**src/rtl/cache_flush_walker_if.sv**
```systemverilog
// Line-operation port between the flush walker and the bank pipeline.
interface cache_flush_walker_if #(
    parameter int SET_W = 6,
    parameter int WAY_W = 2
) ();
    logic             op_valid;
    logic             op_ready;
    logic [SET_W-1:0] op_set;
    logic [WAY_W-1:0] op_way;
    logic             op_init;
    logic             op_done;

    modport master (
        output op_valid, op_set, op_way, op_init,
        input  op_ready, op_done
    );

    modport slave (
        input  op_valid, op_set, op_way, op_init,
        output op_ready, op_done
    );
endinterface

```
**src/rtl/cache_flush_walker.sv**
```systemverilog
// Per-bank flush sequencer: walks every set/way, issues one line op per line under a
// credit limit, and pulses flush_end once a flush sweep has fully retired.
module cache_flush_walker #(
    parameter int NUM_SETS        = 64,
    parameter int NUM_WAYS        = 4,
    parameter int MAX_OUTSTANDING = 4,
    localparam int SET_W = (NUM_SETS > 1) ? $clog2(NUM_SETS) : 1,
    localparam int WAY_W = (NUM_WAYS > 1) ? $clog2(NUM_WAYS) : 1,
    localparam int CNT_W = $clog2(MAX_OUTSTANDING + 1)
) (
    input  logic clk,
    input  logic reset,
    input  logic flush_begin,
    output logic flush_end,
    output logic busy,
    cache_flush_walker_if.master op
);
    typedef enum logic [1:0] {INIT, IDLE, WALK, DRAIN} state_t;
    typedef enum logic {MODE_INIT, MODE_FLUSH} mode_t;

    state_t           state;
    mode_t            mode;
    logic [SET_W-1:0] set_cnt;
    logic [WAY_W-1:0] way_cnt;
    logic [CNT_W-1:0] outstanding;
    logic             pend_flush;

    logic issuing;
    logic fire;
    logic retire;
    logic last_way;
    logic last_set;
    logic drain_done;

    assign issuing    = (state == INIT) || (state == WALK);
    assign fire       = op.op_valid && op.op_ready;
    assign retire     = op.op_done && (outstanding != '0);
    assign last_way   = (way_cnt == WAY_W'(NUM_WAYS - 1));
    assign last_set   = (set_cnt == SET_W'(NUM_SETS - 1));
    // The last credit may return in the very cycle the drain is evaluated.
    assign drain_done = (outstanding == '0) || ((outstanding == CNT_W'(1)) && op.op_done);

    assign op.op_valid = issuing && (outstanding < CNT_W'(MAX_OUTSTANDING));
    assign op.op_set   = set_cnt;
    assign op.op_way   = way_cnt;
    assign op.op_init  = (mode == MODE_INIT);

    assign busy      = (state != IDLE);
    assign flush_end = (state == DRAIN) && drain_done && (mode == MODE_FLUSH);

    always_ff @(posedge clk) begin
        if (reset) begin
            state       <= INIT;
            mode        <= MODE_INIT;
            set_cnt     <= '0;
            way_cnt     <= '0;
            outstanding <= '0;
            pend_flush  <= 1'b0;
        end else begin
            if (fire && !retire) begin
                outstanding <= outstanding + 1'b1;
            end else if (retire && !fire) begin
                outstanding <= outstanding - 1'b1;
            end

            if (fire) begin
                if (last_way) begin
                    way_cnt <= '0;
                    if (last_set) begin
                        set_cnt <= '0;
                    end else begin
                        set_cnt <= set_cnt + 1'b1;
                    end
                end else begin
                    way_cnt <= way_cnt + 1'b1;
                end
            end

            case (state)
                INIT, WALK: begin
                    if (flush_begin) begin
                        pend_flush <= 1'b1;
                    end
                    if (fire && last_way && last_set) begin
                        state <= DRAIN;
                    end
                end
                IDLE: begin
                    if (flush_begin) begin
                        state <= WALK;
                        mode  <= MODE_FLUSH;
                    end
                end
                DRAIN: begin
                    // A request arriving on the exit cycle folds into the pending sweep.
                    if (drain_done) begin
                        if (pend_flush || flush_begin) begin
                            pend_flush <= 1'b0;
                            state      <= WALK;
                            mode       <= MODE_FLUSH;
                        end else begin
                            state <= IDLE;
                        end
                    end else if (flush_begin) begin
                        pend_flush <= 1'b1;
                    end
                end
                default: state <= INIT;
            endcase
        end
    end

    a_no_retire_underflow: assert property (
        @(posedge clk) disable iff (reset) op.op_done |-> (outstanding != '0)
    );
endmodule
```
**src/flat_wrapper.sv**
```systemverilog
// flat-port wrapper written by rule: the top's interface ports become plain ports
module cache_flush_walker_flat 
#(
    parameter int NUM_SETS        = 64,
    parameter int NUM_WAYS        = 4,
    parameter int MAX_OUTSTANDING = 4,
    localparam int SET_W = (NUM_SETS > 1) ? $clog2(NUM_SETS) : 1,
    localparam int WAY_W = (NUM_WAYS > 1) ? $clog2(NUM_WAYS) : 1,
    localparam int CNT_W = $clog2(MAX_OUTSTANDING + 1)
)
  (clk, reset, flush_begin, flush_end, busy, op_op_valid, op_op_set, op_op_way, op_op_init, op_op_ready, op_op_done);
  cache_flush_walker_if op_i ();
  input  logic clk;
  input  logic reset;
  input  logic flush_begin;
  output logic flush_end;
  output logic busy;
  output wire logic [$bits(op_i.op_valid)-1:0] op_op_valid;
  output wire logic [$bits(op_i.op_set)-1:0] op_op_set;
  output wire logic [$bits(op_i.op_way)-1:0] op_op_way;
  output wire logic [$bits(op_i.op_init)-1:0] op_op_init;
  input wire logic [$bits(op_i.op_ready)-1:0] op_op_ready;
  input wire logic [$bits(op_i.op_done)-1:0] op_op_done;
  assign op_op_valid = op_i.op_valid;
  assign op_op_set = op_i.op_set;
  assign op_op_way = op_i.op_way;
  assign op_op_init = op_i.op_init;
  assign op_i.op_ready = op_op_ready;
  assign op_i.op_done = op_op_done;
  cache_flush_walker #(.NUM_SETS(NUM_SETS), .NUM_WAYS(NUM_WAYS), .MAX_OUTSTANDING(MAX_OUTSTANDING)) u_core (.clk(clk), .reset(reset), .flush_begin(flush_begin), .flush_end(flush_end), .busy(busy), .op(op_i));
endmodule
```
**config.mk**
```make
export PLATFORM = sky130hd
export DESIGN_NAME = cache_flush_walker_flat
export DESIGN_NICKNAME = d
export VERILOG_FILES = /design/src/rtl/cache_flush_walker_if.sv /design/src/rtl/cache_flush_walker.sv /design/src/flat_wrapper.sv
export SDC_FILE = /design/constraint.sdc
export NUM_CORES = 1
export LEC_CHECK = 0
export BUFFER_PORTS_ARGS = -buffer_cell sky130_fd_sc_hd__buf_2
export CELL_PAD_IN_SITES_DETAIL_PLACEMENT = 0
export CELL_PAD_IN_SITES_GLOBAL_PLACEMENT = 1
export CORE_MARGIN = 2
export CORE_UTILIZATION = 44
export CTS_BUF_LIST = sky130_fd_sc_hd__clkbuf_4
export DETAILED_ROUTE_END_ITERATION = 8
export PLACE_DENSITY_LB_ADDON = 0.05
export SETUP_SLACK_MARGIN = 0.4
export SYNTH_ARGS = -nofsm -noshare
export SYNTH_HDL_FRONTEND = slang
export SYNTH_SLANG_ARGS = --single-unit
```
**constraint.sdc**
```tcl
create_clock -name clk -period 2.9 [get_ports clk]
set_clock_uncertainty 0.15 [all_clocks]
set_input_delay 0.435 -clock clk [delete_from_list [all_inputs] [get_ports clk]]
set_output_delay 0.435 -clock clk [all_outputs]
set_load 0.005 [all_outputs]
```
# --- Yosys cells after proc, flatten, opt, wreduce, memory -nomap -nowiden ---
# Cells that the tools add are included.
classes:
  addsub: 4
  n_lt_le_gt_ge: 1
  eq_ne: 12
  muxes: 17
  bitwise_logic: 1
  n_reduce_logical: 26
ops:
  columns: ["op", "n"]
  rows:
  - ["$logic_and 1x1->1", 10]
  - ["$mux 2", 5]
  - ["$add 6x1->6 const B", 1]
  - ["$eq 2x2->1 const B", 3]
  - ["$eq 6x6->1 const B", 1]
  - ["$mux 1", 6]
  - ["$mux 3", 2]
  - ["$mux 6", 1]
  - ["$ne 2x1->1 const B", 3]
  - ["$pmux 2 s3", 1]
  - ["$reduce_bool 2->1", 3]
  - ["$ne 2x2->1 const B", 2]
  - ["$pmux 1 s2", 2]
  - ["$reduce_and 2->1", 2]
  - ["$reduce_and 4->1", 1]
  - ["$add 3x1->3 const B", 1]
  - ["$eq 3x1->1 const B", 1]
  - ["$logic_not 3->1", 1]
  - ["$logic_or 1x1->1", 3]
  - ["$lt 3x3->1 const B", 1]
  - ["$ne 3x3->1 const B", 1]
  - ["$reduce_and 3->1", 1]
  - ["$reduce_bool 3->1", 1]
  - ["$sub 3x1->3 const B", 1]
  - ["other kinds (6)", 7]
word_totals:
  regBits: 15
  word_cells: 67

# --- Logic depth before layout (Yosys ltp) ---
depth:
  ltp_word: 8
  ltp_mapped: 8
  ltp_nobuf: 8

# --- Least setup slack after synthesis ---
# No wires, ideal clock.
synth_timing:
  path_kind: "flip-flop to flip-flop"
  from: "register u_core.outstanding[0]"
  to: "register u_core.outstanding[2]"
  setup_ps: 71
  t_arrival_ps: 1570
  required_time_ps: 2679
  path_slack_ps: 1109
  stages_incl_launch_ff: 8
  n_path_buf: 0
  cell_sequence: "dfxtp_1 > inv_1 > ha_1 > nand2b_1 > nand2_1 > ha_1 > or3_1 > a21oi_1"
synth_between:
  elab_chain_cells: 6
  elab_cells_between_ends: 14
synth_rtl:
  columns: ["item", "line", "text"]
  rows:
  - ["start: declaration", "cache_flush_walker.sv:25", "logic [CNT_W-1:0] outstanding;"]
  - ["start signal: assignment", "cache_flush_walker.sv:61", "outstanding <= outstanding + 1'b1;"]
  - ["start signal: assignment", "cache_flush_walker.sv:63", "outstanding <= outstanding - 1'b1;"]
  - ["$lt 3x3->1", "cache_flush_walker.sv:43", "assign op.op_valid = issuing && (outstanding < CNT_W'(MAX_OUTSTANDING));"]
  - ["$logic_and 1x1->1", "cache_flush_walker.sv:43", null]
  - ["$logic_and 1x1->1", "cache_flush_walker.sv:36", "assign fire = op.op_valid && op.op_ready;"]
  - ["$logic_not 1->1", "cache_flush_walker.sv:62", "end else if (retire && !fire) begin"]
  - ["$logic_and 1x1->1", "cache_flush_walker.sv:62", null]
  - ["$reduce_bool 2->1 (no source line)", null, null]
# Several ways; a longest one is shown, not always the timed one. The select of a mux whose other input is x is not followed.
# A chain may end at the register's enable or synchronous reset.

# --- Final worst setup path ---
layout_timing:
  from: "register u_core.outstanding[1]"
  to: "output flush_end"
layout_between:
  elab_chain_cells: 5
  elab_cells_between_ends: 6
layout_rtl:
  columns: ["item", "line", "text"]
  rows:
  - ["$eq 3x1->1", "cache_flush_walker.sv:41", "assign drain_done = (outstanding == '0) || ((outstanding == CNT_W'(1)) && op.op_done);"]
  - ["$logic_and 1x1->1", "cache_flush_walker.sv:41", null]
  - ["$logic_or 1x1->1 *", "cache_flush_walker.sv:41", null]
  - ["$logic_and 1x1->1 * (2 in a row)", "cache_flush_walker.sv:49", "assign flush_end = (state == DRAIN) && drain_done && (mode == MODE_FLUSH);"]
  - ["end: declaration", "flat_wrapper.sv:16", "output logic flush_end;"]
# Every way passes the cells marked *; elsewhere a longest branch is shown, timed or not.

==> impl_metrics.csv <==
group,metric,value,unit
setup_path,critPathMaxFanout,3,
cts,cts_max_path_buffers,2,
drt,drt-wirelength-per-cell,11.5,microns
cts,tritoncts_clock_tree,"yes",
place,pre_cts_slack,0.968,ns
setup_path,r2r_cells,7,
floorplan,core-area,0.00175,sq mm
drt,drt-vias-per-instance,5.31,
place,place.detailed.hpwl,1.15,mm
setup_path,r2r_setup_slack,1.00,ns
yosys,synth.avg_cell_area,8.96,sq um
power,switching_share,32.4,%
setup_path,endpoint_of_the_worst_setup_timing_path,"flush_end",
cts,clock_tree.htree_level_count,1,
floorplan,dieArea,0.00224,sq mm
sta,rsz0062_at_grt,"false",
power,power.ir.vdd_worst,0.391,mV
floorplan,boundaryPins,17,
place,placement.io_buffers,16,
grt,globalRouteOverflowTotal,0,
sta,final_critical_path_setup_slack,0.745,ns
drt,via_count,706,
finish,area_of_combinational_cells_with_multiple_inputs,474,sq um
cts,worst_skew_pair.late_latency,0.28,ns
sta,period_utilization,74.3,%
sta,slew-limit-headroom,76.1,%
finish,top_library_cells_by_usage_in_the_layout_fill_and_taps_aside,"sky130_fd_sc_hd__buf_2 (16), sky130_fd_sc_hd__dfxtp_1 (15), sky130_fd_sc_hd__a21oi_1 (10), sky130_fd_sc_hd__nor2_1 (7), sky130_fd_sc_hd__ha_1 (7)",
power,power-per-cell-area,624,mW/mm^2
sta,timing.final.max_slew_violations,0,
finish,final.fill_count,182,
yosys,syn_inst,92,
finish,nNetsFinal,121,
grt,maximum_number_of_pins_on_one_net_before_global_route_repair,14,
cts,post_cts_resize_count,0,
setup_path,crit_type,"flip-flop to output port",
finish,regArea,300,sq um
sta,timing.final.setup_violations,0,
drt,drt_first_iter_violations,10,
power,clockPowerShare,21.7,%
drt,wirelength,1.52,mm
power,netSwitchingPower,0.000189,W
yosys,syn-cell-area,825,sq um
yosys,netlist-cell-type-count,33,
floorplan,die_h,47.3,microns
job,max_cap_violations,0,
setup_path,cp_startpoint,"u_core.outstanding[1]",
drt,drc,0,
finish,area_growth,13.4,%
grt,global_route.usage.total,16.3,%
finish,layout.cells.most_common,"sky130_fd_sc_hd__buf_2",
yosys,ys_warn_count,0,
finish,antenna-diode-count,0,
sta,final.setup.tns,0,ns
setup_path,worst-endpoint-arrival,1.57,ns
setup_path,r2r_end,"u_core.outstanding[2]",
cts,cts_post_setup_buffers_inserted,0,
place,finalWeightedCongestion,0.735,
yosys,yosysSeqAreaShare,36.4,%
floorplan,initial_utilization,47.2,%
cts,clk_pin_slew_worst_setup_hold_paths,0.09,ns
cts,cts_hold_buf,0,
drt,drtAntennaViolNets,0,
place,dp_area,905,sq um
power,share_of_total_power_in_combinational_logic,33.4,%
cts,numCtsBuffers,3,
power,p_seq_share,44.9,%
sta,hold_viol_final,0,
setup_path,worstPathRequired,2.32,ns
setup_path,worst_setup_path_start_kind,"flip-flop",
power,p_leak,0.379,nW
floorplan,rows,15,
yosys,syn-num-nets,104,
drt,drt_pre_antenna_iters,4,
cts,clock_tree.root_cell,"sky130_fd_sc_hd__clkbuf_4",
finish,final_core_util,53.5,%
finish,layout-drive-gt1-share,21.3,%
power,power.internal,0.000394,W
status,outcome,"finished, final reports clean",
cts,clock_tree_sinks,15,
power,power,0.000584,W
sta,tightest_slew,0.354,ns
grt,first_global_vias,570,
yosys,postSynthRegisterBits,15,
finish,final_cell_area,935,sq um
grt,grt_antenna_before_repair,0,
sta,clock_period_minus_final_worst_setup_slack,2.16,ns
floorplan,die_w,47.3,microns
sta,max_clock_freq,464,MHz
min_path,hold_class,"primary input to flip-flop",
setup_path,worstSetupEndpointType,"output port",
setup_path,critical_path.reg2reg.startpoint,"u_core.outstanding[0]",
grt,grt_first_pass_wirelength,2.56,mm
-- critical path, cell delays in order, from the launching register on --
cell and delay (ns):
sky130_fd_sc_hd__dfxtp_1 0.33, sky130_fd_sc_hd__inv_1 0.09, sky130_fd_sc_hd__ha_1 0.17, sky130_fd_sc_hd__a21oi_1 0.09, sky130_fd_sc_hd__nor4b_1 0.34, sky130_fd_sc_hd__and2_1 0.17
sky130_fd_sc_hd__buf_2 0.10
-- cell usage after synthesis --
library cell / number / area (sq um)
sky130_fd_sc_hd__nand3_1: 3 / 15.0
sky130_fd_sc_hd__a31o_2: 1 / 8.76
sky130_fd_sc_hd__xnor2_1: 2 / 17.5
sky130_fd_sc_hd__a21oi_1: 10 / 50.1
sky130_fd_sc_hd__a31oi_1: 2 / 12.5
sky130_fd_sc_hd__nor3_1: 1 / 5.00
sky130_fd_sc_hd__buf_2: 1 / 5.00
sky130_fd_sc_hd__o21ai_1: 1 / 5.00
sky130_fd_sc_hd__a311o_1: 1 / 10.0
sky130_fd_sc_hd__nor4b_1: 1 / 8.76
sky130_fd_sc_hd__xor2_1: 1 / 8.76
sky130_fd_sc_hd__o211ai_1: 1 / 7.51
sky130_fd_sc_hd__nor3b_1: 1 / 7.51
sky130_fd_sc_hd__nand2_1: 5 / 18.8
sky130_fd_sc_hd__or4b_1: 1 / 10.0
sky130_fd_sc_hd__or3_1: 4 / 25.0
sky130_fd_sc_hd__buf_6: 2 / 22.5
sky130_fd_sc_hd__mux2i_1: 4 / 40.0
sky130_fd_sc_hd__and2_1: 2 / 12.5
sky130_fd_sc_hd__dfxtp_1: 15 / 300
sky130_fd_sc_hd__ha_1: 7 / 87.6
sky130_fd_sc_hd__o21ai_0: 4 / 20.0
sky130_fd_sc_hd__inv_1: 5 / 18.8
sky130_fd_sc_hd__nor3b_2: 1 / 12.5
sky130_fd_sc_hd__nand4bb_1: 1 / 11.3
sky130_fd_sc_hd__or4_1: 1 / 7.51
sky130_fd_sc_hd__nor2_1: 7 / 26.3
sky130_fd_sc_hd__nand2b_1: 2 / 12.5
sky130_fd_sc_hd__and4bb_2: 1 / 12.5
sky130_fd_sc_hd__o31ai_1: 1 / 7.51
sky130_fd_sc_hd__nand3b_1: 1 / 7.51
sky130_fd_sc_hd__and3_1: 1 / 6.26
sky130_fd_sc_hd__clkbuf_1: 1 / 3.75
-- stage by stage --
stage               hold slack [ns]  cells
floorplan                     0.313     92
global placement              0.305    129
detailed placement            0.312    129
CTS                           0.298    133
global route                  0.326    133
finish                        0.306    133
-- cells by family after synthesis --
| family | share of synthesized area, % |
|---|---|
| compound gates | 14.7 |
| xor+xnor | 3.19 |
| fa+ha+maj | 10.6 |
| buf+inv | 6.07 |
| flops | 36.4 |
| mux | 4.86 |
| simple gates | 24.1 |
-- registers in the layout, indices dropped and copies added (netlist names) --
register / cells
u_core.mode: 1
u_core.op.op_set: 6
u_core.state: 2
u_core.pend_flush: 1
u_core.outstanding: 3
u_core.op.op_way: 2
-- worst min path at each step --
| stage | cells past startpoint | end | start |
|---|---|---|---|
| global placement | 2 | u_core.mode | u_core.mode |
| CTS | 3 | u_core.state[1] | flush_begin |
| detailed placement | 2 | u_core.mode | u_core.mode |
| global route | 3 | u_core.state[1] | flush_begin |
| finish | 3 | u_core.state[1] | flush_begin |
| floorplan | 2 | u_core.mode | u_core.mode |
-- power by group through the flow --
stage | Sequential [W] | Combinational, W | Clock (W)
2_1_floorplan | 0.000253 | 0.000180 | 0
3_3_place_gp | 0.000267 | 0.000198 | 0
3_5_place_dp | 0.000267 | 0.000197 | 0
4_1_cts | 0.000263 | 0.000200 | 0.000133
5_1_grt | 0.000269 | 0.000231 | 0.000139
6_report | 0.000262 | 0.000195 | 0.000126
-- final cells by class --
type	instances	area share, %
sequential	15	32.1
inverter	5	2.01
clock buffer	4	3.21
multi-input combinational	68	50.7
timing repair buffer	16	8.57
tap	25	3.35
-- metal layers --
layer,routed length [microns],vias to the layer above,part of all wire (%),track usage (%)
li1,-,362,-,-
met1,776,328,51,23.8
met2,679,14,45,23.0
met3,54,2,3.5,2.31
met4,13,0,0.85,8.33
met5,0,-,0,0
Power figures use the tool's default switching activity.
